[config.mk]
export PLATFORM = sky130hd
export DESIGN_NAME = dlfloat_mac_seq
export DESIGN_NICKNAME = d
export VERILOG_FILES = /design/src/rtl/dlfloat_mac_seq_pkg.sv /design/src/rtl/dlfloat_drain_timer.sv /design/src/rtl/dlfloat_mac_seq.sv
export SDC_FILE = /design/constraint.sdc
export NUM_CORES = 1
export LEC_CHECK = 0
export CAP_MARGIN = 0
export CORE_MARGIN = 8
export CORE_UTILIZATION = 35
export DETAILED_ROUTE_END_ITERATION = 10
export GPL_TIMING_DRIVEN = 1
export PLACE_DENSITY = 0.57
export SYNTH_ARGS = -nofsm -noshare
export SYNTH_HDL_FRONTEND = slang
export SYNTH_SLANG_ARGS = --single-unit
[constraint.sdc]
create_clock -name clk -period 2.8 [get_ports clk]
set_clock_uncertainty 0.2 [all_clocks]
set_input_delay 0.42 -clock clk [delete_from_list [all_inputs] [get_ports clk]]
set_output_delay 0.42 -clock clk [all_outputs]
set_load 0.01 [all_outputs]
[src/rtl/dlfloat_mac_seq_pkg.sv]
// Shared types and constants for the DLFloat dot-product sequencer.
package dlfloat_mac_seq_pkg;

  localparam int DLF_W       = 16;
  localparam int MAC_LAT_DEF = 2;

  typedef enum logic [2:0] {
    ST_IDLE,
    ST_LOAD_A,
    ST_LOAD_B,
    ST_DRAIN,
    ST_SEND_LO,
    ST_SEND_HI
  } state_e;

endpackage

[src/rtl/dlfloat_drain_timer.sv]
// Loadable down-counter; expire_o is high during the last counted cycle,
// so the edge that ends that cycle is exactly load_val_i edges after the load.
module dlfloat_drain_timer #(
  parameter int W = 2
) (
  input  logic         clk,
  input  logic         rst_n,
  input  logic         load_i,
  input  logic [W-1:0] load_val_i,
  output logic         expire_o
);

  logic [W-1:0] cnt_q, cnt_d;

  always_comb begin
    cnt_d = cnt_q;
    if (load_i) begin
      cnt_d = load_val_i;
    end else if (cnt_q != '0) begin
      cnt_d = cnt_q - W'(1);
    end
  end

  always_ff @(posedge clk or negedge rst_n) begin
    if (!rst_n) begin
      cnt_q <= '0;
    end else begin
      cnt_q <= cnt_d;
    end
  end

  assign expire_o = (cnt_q == W'(1));

endmodule

[src/rtl/dlfloat_mac_seq.sv]
// Sequences operand pairs into an external DLFloat MAC and streams the
// 16-bit accumulated result out as two bytes, low byte first.
module dlfloat_mac_seq
  import dlfloat_mac_seq_pkg::*;
#(
  parameter int MAC_LAT = MAC_LAT_DEF,
  parameter int LEN_W   = 8
) (
  input  logic             clk,
  input  logic             rst_n,
  input  logic             start_i,
  input  logic [LEN_W-1:0] cfg_len_i,
  input  logic             in_valid_i,
  input  logic [DLF_W-1:0] in_data_i,
  output logic             in_ready_o,
  output logic [DLF_W-1:0] mac_a_o,
  output logic [DLF_W-1:0] mac_b_o,
  output logic             mac_clr_o,
  input  logic [DLF_W-1:0] mac_acc_i,
  output logic             out_valid_o,
  output logic [7:0]       out_byte_o,
  input  logic             out_ready_i,
  output logic             busy_o,
  output logic             done_o
);

  localparam int TMR_W = $clog2(MAC_LAT + 2);
  localparam logic [TMR_W-1:0] DRAIN_CYC = TMR_W'(MAC_LAT + 1);

  state_e           state_q, state_d;
  logic [LEN_W-1:0] cnt_q, cnt_d;
  logic [DLF_W-1:0] ahold_q, ahold_d;
  logic [DLF_W-1:0] result_q, result_d;
  logic [DLF_W-1:0] mac_a_q, mac_a_d;
  logic [DLF_W-1:0] mac_b_q, mac_b_d;
  logic             tmr_load;
  logic             tmr_expire;

  dlfloat_drain_timer #(
    .W(TMR_W)
  ) u_drain_timer (
    .clk        (clk),
    .rst_n      (rst_n),
    .load_i     (tmr_load),
    .load_val_i (DRAIN_CYC),
    .expire_o   (tmr_expire)
  );

  // Operand registers default to zero so non-issue cycles add a zero product.
  always_comb begin
    state_d   = state_q;
    cnt_d     = cnt_q;
    ahold_d   = ahold_q;
    result_d  = result_q;
    mac_a_d   = '0;
    mac_b_d   = '0;
    mac_clr_o = 1'b0;
    tmr_load  = 1'b0;
    done_o    = 1'b0;
    unique case (state_q)
      ST_IDLE: begin
        if (start_i) begin
          cnt_d     = cfg_len_i;
          mac_clr_o = 1'b1;
          if (cfg_len_i != '0) begin
            state_d = ST_LOAD_A;
          end else begin
            state_d  = ST_DRAIN;
            tmr_load = 1'b1;
          end
        end
      end
      ST_LOAD_A: begin
        if (in_valid_i) begin
          ahold_d = in_data_i;
          state_d = ST_LOAD_B;
        end
      end
      ST_LOAD_B: begin
        if (in_valid_i) begin
          mac_a_d = ahold_q;
          mac_b_d = in_data_i;
          if (cnt_q != '0) begin
            cnt_d = cnt_q - LEN_W'(1);
          end
          if (cnt_q <= LEN_W'(1)) begin
            state_d  = ST_DRAIN;
            tmr_load = 1'b1;
          end else begin
            state_d = ST_LOAD_A;
          end
        end
      end
      ST_DRAIN: begin
        if (tmr_expire) begin
          result_d = mac_acc_i;
          state_d  = ST_SEND_LO;
        end
      end
      ST_SEND_LO: begin
        if (out_ready_i) begin
          state_d = ST_SEND_HI;
        end
      end
      ST_SEND_HI: begin
        if (out_ready_i) begin
          done_o  = 1'b1;
          state_d = ST_IDLE;
        end
      end
      default: state_d = ST_IDLE;
    endcase
  end

  always_ff @(posedge clk or negedge rst_n) begin
    if (!rst_n) begin
      state_q  <= ST_IDLE;
      cnt_q    <= '0;
      ahold_q  <= '0;
      result_q <= '0;
      mac_a_q  <= '0;
      mac_b_q  <= '0;
    end else begin
      state_q  <= state_d;
      cnt_q    <= cnt_d;
      ahold_q  <= ahold_d;
      result_q <= result_d;
      mac_a_q  <= mac_a_d;
      mac_b_q  <= mac_b_d;
    end
  end

  assign mac_a_o     = mac_a_q;
  assign mac_b_o     = mac_b_q;
  assign in_ready_o  = (state_q == ST_LOAD_A) || (state_q == ST_LOAD_B);
  assign out_valid_o = (state_q == ST_SEND_LO) || (state_q == ST_SEND_HI);
  assign busy_o      = (state_q != ST_IDLE);
  assign out_byte_o  = (state_q == ST_SEND_LO) ? result_q[7:0]  :
                       (state_q == ST_SEND_HI) ? result_q[15:8] : 8'h00;

endmodule
==> flow_summary_export.csv, run 1 <==
group,metric,value,unit
route,drt-total-wl,7841,um
logic_synthesis,netlist.area_leader.share,58.18,%
timing,fin_crit_sh,94.46,%
grt,track_usage,12.51,%
worst_setup_path,critPathRequiredTime,2180,ps
place,globalplace.congestion,0.8017,
route,firstDrtPassIters,4,
logic_synthesis,yosysMostFrequentCell,"dfrtp_1",
cts,clock-sinks,77,
timing,final-max-slew-violation-count,0,
layout,syn_to_final_growth,38.46,%
die,start_util,36.01,%
grt,antenna_found_initial,0,
route,viasPerCell,4.943,
die,die-area,12830,um2
hold_path,hold_class,"register to register",
layout,final_nets,410,
logic_synthesis,synth_edf_count,0,
timing,setup_tns,0,ps
worst_setup_path,cp.arrival,2020,ps
route,wl_per_cell,16.47,um
grt,grt_pass1_vias,2482,
die,rows,35,
logic_synthesis,syn_inst,267,
grt,grt_max_degree,78,
worst_setup_path,critPathSlowestCell,"clkdlybuf4s50_1",
place,dp_slack,361.8,ps
cts,clkTransAtPathRegs,90,ps
worst_setup_path,cpPeakStageDelay,560,ps
timing,hold_viol,0,
logic_synthesis,synth_top_cell_by_area,"dfrtp_1",
logic_synthesis,avgSynthCellArea,12.40,um2
worst_setup_path,worstPathCellList,"nand2b_1 > nor2_1 > clkdlybuf4s50_1",
timing,finalSetupViolations,0,
route,route.detailed.drc,0,
cts,worstSkewPairLatency,340,ps
die,pin_count,90,
route,drtIter0Drc,99,
timing,fin_ws,155.1,ps
timing,tightest_slew,623.1,ps
grt,grt.overflow.total,0,
logic_synthesis,syn-num-nets,317,
layout,final_cell_area,4586,um2
run,maxCapViolCount,0,
die,chipWidth,113.3,um
logic_synthesis,synthArstFlopShare,100.0,%
route,vias,2353,
grt,grt_pass1_wl,12760,um
worst_setup_path,cp-start-kind,"register",
timing,timing.hold.ws,303.4,ps
place,io_buffers,89,
cts,cts_setup_buffers,0,
cts,numCtsBuffers,9,
logic_synthesis,syn_area,3312,um2
logic_synthesis,synth.area.top_cells,"dfrtp_1, mux2_2, and3_1, mux2i_1, ha_1",
cts,cts_tree,"built",
logic_synthesis,ys_seq_area_share,58.18,%
die,core_area,9196,um2
outcome,status,"complete, no violations",
timing,rsz0062_at_grt,"no",
timing,slew-limit-headroom,58.28,%
worst_setup_path,end_kind,"output port",
cts,clock-root-buffer,"clkbuf_8",
place,placed_cell_area,4344,um2
place,dp_hpwl,5390,um
power_and_ir_drop,powerDensity,955.5,nW/um2
layout,antenna_cells,0,
cts,htree_levels,3,
cts,ctsLongestPathBuffers,2,
power_and_ir_drop,max-vdd-ir-drop,0.3893,mV
logic_synthesis,synth_ff_type,"dfrtp_1",
route,antenna_left,0,
worst_setup_path,path_class,"register to output port",
worst_setup_path,crit_fanout,13,
logic_synthesis,synthTopCellsByCount,"dfrtp_1, mux2_2, and3_1, nand2_1, inv_1",
logic_synthesis,ys_types,44,
logic_synthesis,ys_ff_latch,77,
logic_synthesis,yosys_warnings,0,
power_and_ir_drop,leakage,2.127,nW
timing,clock.fmax,378.1,MHz
timing,fin_crit,2645,ps
die,die_h,113.3,um
layout,layout-drive-gt1-share,19.18,%
-- placed cells by master, fill, tap and decap left out, types with 2 or more instances in the layout --
cell type and n:
a21oi_1 5, nor3_1 2, o32ai_1 2, nand2_1 15, mux2i_1 10, nor4_1 2
o21ai_0 6, ha_1 5, buf_4 9, a32o_1 3, a22oi_1 2, inv_1 13
bufinv_16 2, mux2_2 34, dfrtp_1 77, nor2_1 13, clkbuf_8 9, o2bb2ai_1 2
o22ai_1 2, clkdlybuf4s50_1 88, inv_6 2, and3_1 33
-- sequential cells by signal, summed over array words and instances (netlist names) --
register	cells
ahold_q	16
cnt_q	8
mac_a_o	16
mac_b_o	16
result_q	16
state_q	3
u_drain_timer.cnt_q	2
-- critical path, delay by kind of cell, from the launching register on --
kind | cells | cell delay, ps
buffers and inverters | 1 | 560
DFF | 1 | 530
and+or+nand+nor | 2 | 600
-- report_power, final --
part	internal (W)	switching, W
clock	0.000515	0.000452
combinational	0.000905	0.000744
sequential	0.00150	0.000261
-- area by class of cell --
type                    count  area [um2]
clock buffers               9       123.9
clock inverters             7       102.6
multi-input cells         159        1262
repair buffers             99       978.4
fillers                   825        4611
flip-flops and latches     77        1927
well taps                 111       138.9
inverters                  14       52.55
-- worst paths after layout --
path / start / endpoint / slack [ps] / cells past startpoint
max reg2reg: state_q[1]$_DFFE_PN0P_ / cnt_q[1]$_DFFE_PN0P_ / 540 / 4
min reg2reg: ahold_q[13]$_DFFE_PN0P_ / ahold_q[13]$_DFFE_PN0P_ / 300 / 1
min: ahold_q[13]$_DFFE_PN0P_ / ahold_q[13]$_DFFE_PN0P_ / 300 / 1
min in group asynchronous: rst_n / mac_b_o[6]$_DFF_PN0_ / 420 / 3
max in group asynchronous: rst_n / mac_a_o[11]$_DFF_PN0_ / 1660 / 3
max: state_q[1]$_DFFE_PN0P_ / out_byte_o[2] / 160 / 3
-- per-stage QoR --
stage	cells	total power, W	util [%]
floorplan	267	0.002835	-
global placement	459	0.003409	47.24
detailed placement	459	0.003448	47.24
CTS	476	0.004436	49.81
global route	476	0.004704	49.86
finish	476	0.004382	49.86
-- per-layer routing --
metal / global-route usage (%) / wire, um
met3: 4.739 / 445
met4: 3.730 / 53
met2: 19.52 / 3739
met5: 0 / 0
met1: 15.73 / 3602
-- cells by family after synthesis --
kind of cell / share of synthesized area (%)
adder cells (fa/ha/maj): 1.889
flip-flops: 58.18
multiplexers: 15.38
XOR/XNOR: 0.5290
AND/OR/NAND/NOR: 13.15
AO/OA/AOI/OAI: 6.876
buffers and inverters: 4.005
-- timing repair --
action | CTS | global route
gates resized for setup | 0 | 2
endpoints found under the setup margin | 0 | 1
hold endpoints to repair | 77 | 0
hold buffers | 1 | 0
(Power assumes the default switching activity.)
==> run 2: changes to the inputs <==
SKIP_CTS_REPAIR_TIMING = 1   (was unset)
==> results of run 2 <==
Same layout as run 1: the final DEF is identical, and so are final timing and power.
==> run 3: changes to the inputs <==
SETUP_SLACK_MARGIN = 0.4   (was unset)
==> flow_summary_export.csv, run 3 (synthesized netlist as in run 1, its figures left out) <==
group,metric,value,unit
route,drtIter0Drc,81,
worst_setup_path,path_class,"register to output port",
die,die-area,12830,um2
run,maxCapViolCount,0,
cts,htree_levels,3,
power_and_ir_drop,powerDensity,955.2,nW/um2
die,rows,35,
worst_setup_path,crit_fanout,20,
cts,clkTransAtPathRegs,90,ps
cts,cts_tree,"built",
place,globalplace.congestion,0.8017,
route,drt-total-wl,7853,um
layout,mostFrequentLayoutCells,"clkdlybuf4s50_1, dfrtp_1, mux2_2, and3_1",
power_and_ir_drop,leakage,2.317,nW
layout,fin_util,50.87,%
timing,setup_tns,0,ps
grt,grt_pass1_wl,12760,um
timing,fin_crit_sh,83.33,%
grt,antenna_found_initial,0,
outcome,status,"complete, no violations",
layout,final_common_cell,"clkdlybuf4s50_1",
timing,rsz0062_at_grt,"yes",
route,firstDrtPassIters,5,
layout,antenna_cells,0,
layout,syn_to_final_growth,41.25,%
grt,grt.overflow.total,0,
timing,slew-limit-headroom,59.05,%
route,wl_per_cell,16.29,um
grt,track_usage,12.51,%
cts,worstSkewPairLatency,340,ps
hold_path,hold_class,"register to register",
timing,clock.fmax,428.6,MHz
worst_setup_path,end_kind,"output port",
cts,clock-root-buffer,"clkbuf_8",
cts,clock-sinks,77,
timing,finalSetupViolations,0,
grt,grt_pass1_vias,2482,
layout,layout-drive-gt1-share,21.56,%
die,start_util,36.01,%
die,die_h,113.3,um
timing,tightest_slew,611.6,ps
worst_setup_path,cp-start-kind,"register",
grt,grt_max_degree,78,
cts,numCtsBuffers,9,
timing,hold_viol,0,
place,io_buffers,89,
die,pin_count,90,
power_and_ir_drop,max-vdd-ir-drop,0.3792,mV
layout,n_fill_cell,815,
route,antenna_left,0,
route,route.detailed.drc,0,
cts,ctsLongestPathBuffers,2,
route,vias,2375,
die,core_area,9196,um2
worst_setup_path,critPathRequiredTime,2180,ps
route,viasPerCell,4.927,
timing,fin_crit,2333,ps
worst_setup_path,cp.arrival,1710,ps
die,chipWidth,113.3,um
timing,final-max-slew-violation-count,0,
place,dp_hpwl,5390,um
layout,final_nets,416,
==> run 3: cell count changes in the layout (fill, tap and decap cells not counted) <==
cell and change:
clkdlybuf4s50_1 -9, dlymetal6s2s_1 +9, buf_4 +5, dfrtp_1 -2
dfrtp_2 +2, buf_12 +1, nand2_1 -1, nand2_2 +1
nand2b_1 -1, nand2b_4 +1
==> run 3: power breakdown <==
group | internal [W] | switching, W | total, W
Sequential | 0.00151 | 0.000245 | 0.00175
Clock | 0.000515 | 0.000453 | 0.000969
Combinational | 0.000968 | 0.000780 | 0.00175
Total | 0.00299 | 0.00148 | 0.00447
==> run 3: final timing paths <==
path                                    startpoint                       to  slack (ps)  cells after the start
min                        ahold_q[13]$_DFFE_PN0P_  ahold_q[13]$_DFFE_PN0P_         300                      1
min reg2reg                ahold_q[13]$_DFFE_PN0P_  ahold_q[13]$_DFFE_PN0P_         300                      1
min in group asynchronous                    rst_n     mac_b_o[6]$_DFF_PN0_         420                      3
max in group asynchronous                    rst_n   state_q[2]$_DFFE_PN0P_        1650                      3
max                         state_q[0]$_DFFE_PN0P_            out_byte_o[3]         470                      4
max reg2reg                 state_q[2]$_DFFE_PN0P_     cnt_q[1]$_DFFE_PN0P_         560                      5
==> run 3: layer usage <==
layer | vias up | track usage (%) | share of wire, %
li1 | 1134 | - | -
met1 | 1174 | 15.73 | 45
met2 | 63 | 19.52 | 48
met3 | 4 | 4.739 | 6.0
met4 | 0 | 3.730 | 0.67
met5 | - | 0 | 0
==> run 3: final cells by class <==
type,instances,area [um2],area share [%]
clock buffer,9,123.9,2.648
clock inverter,7,102.6,2.193
inverter,14,52.55,1.123
multi-input combinational,159,1272,27.20
sequential,77,1929,41.24
tap,111,138.9,2.969
timing repair buffer,105,1059,22.63
==> run 3: critical path, cell delays in order, from the launching register on <==
cell and delay, ps:
dfrtp_1 430, buf_12 180, mux2i_1 120, nor2_1 90, clkdlybuf4s50_1 550
==> run 3: stage by stage <==
stage | hold WS, ps | power (W) | instance area [um2] | instances | setup WS (ps)
2_1_floorplan | -75.59 | 0.002835 | 3312 | 267 | 743.2
3_3_place_gp | 277.2 | 0.003409 | 4344 | 459 | 384.3
3_5_place_dp | 277.8 | 0.003448 | 4344 | 459 | 361.8
4_1_cts | -107.1 | 0.004435 | 4571 | 475 | 68.45
5_1_grt | 324.1 | 0.004795 | 4678 | 482 | 389.6
6_report | 303.5 | 0.004469 | 4678 | 482 | 466.7
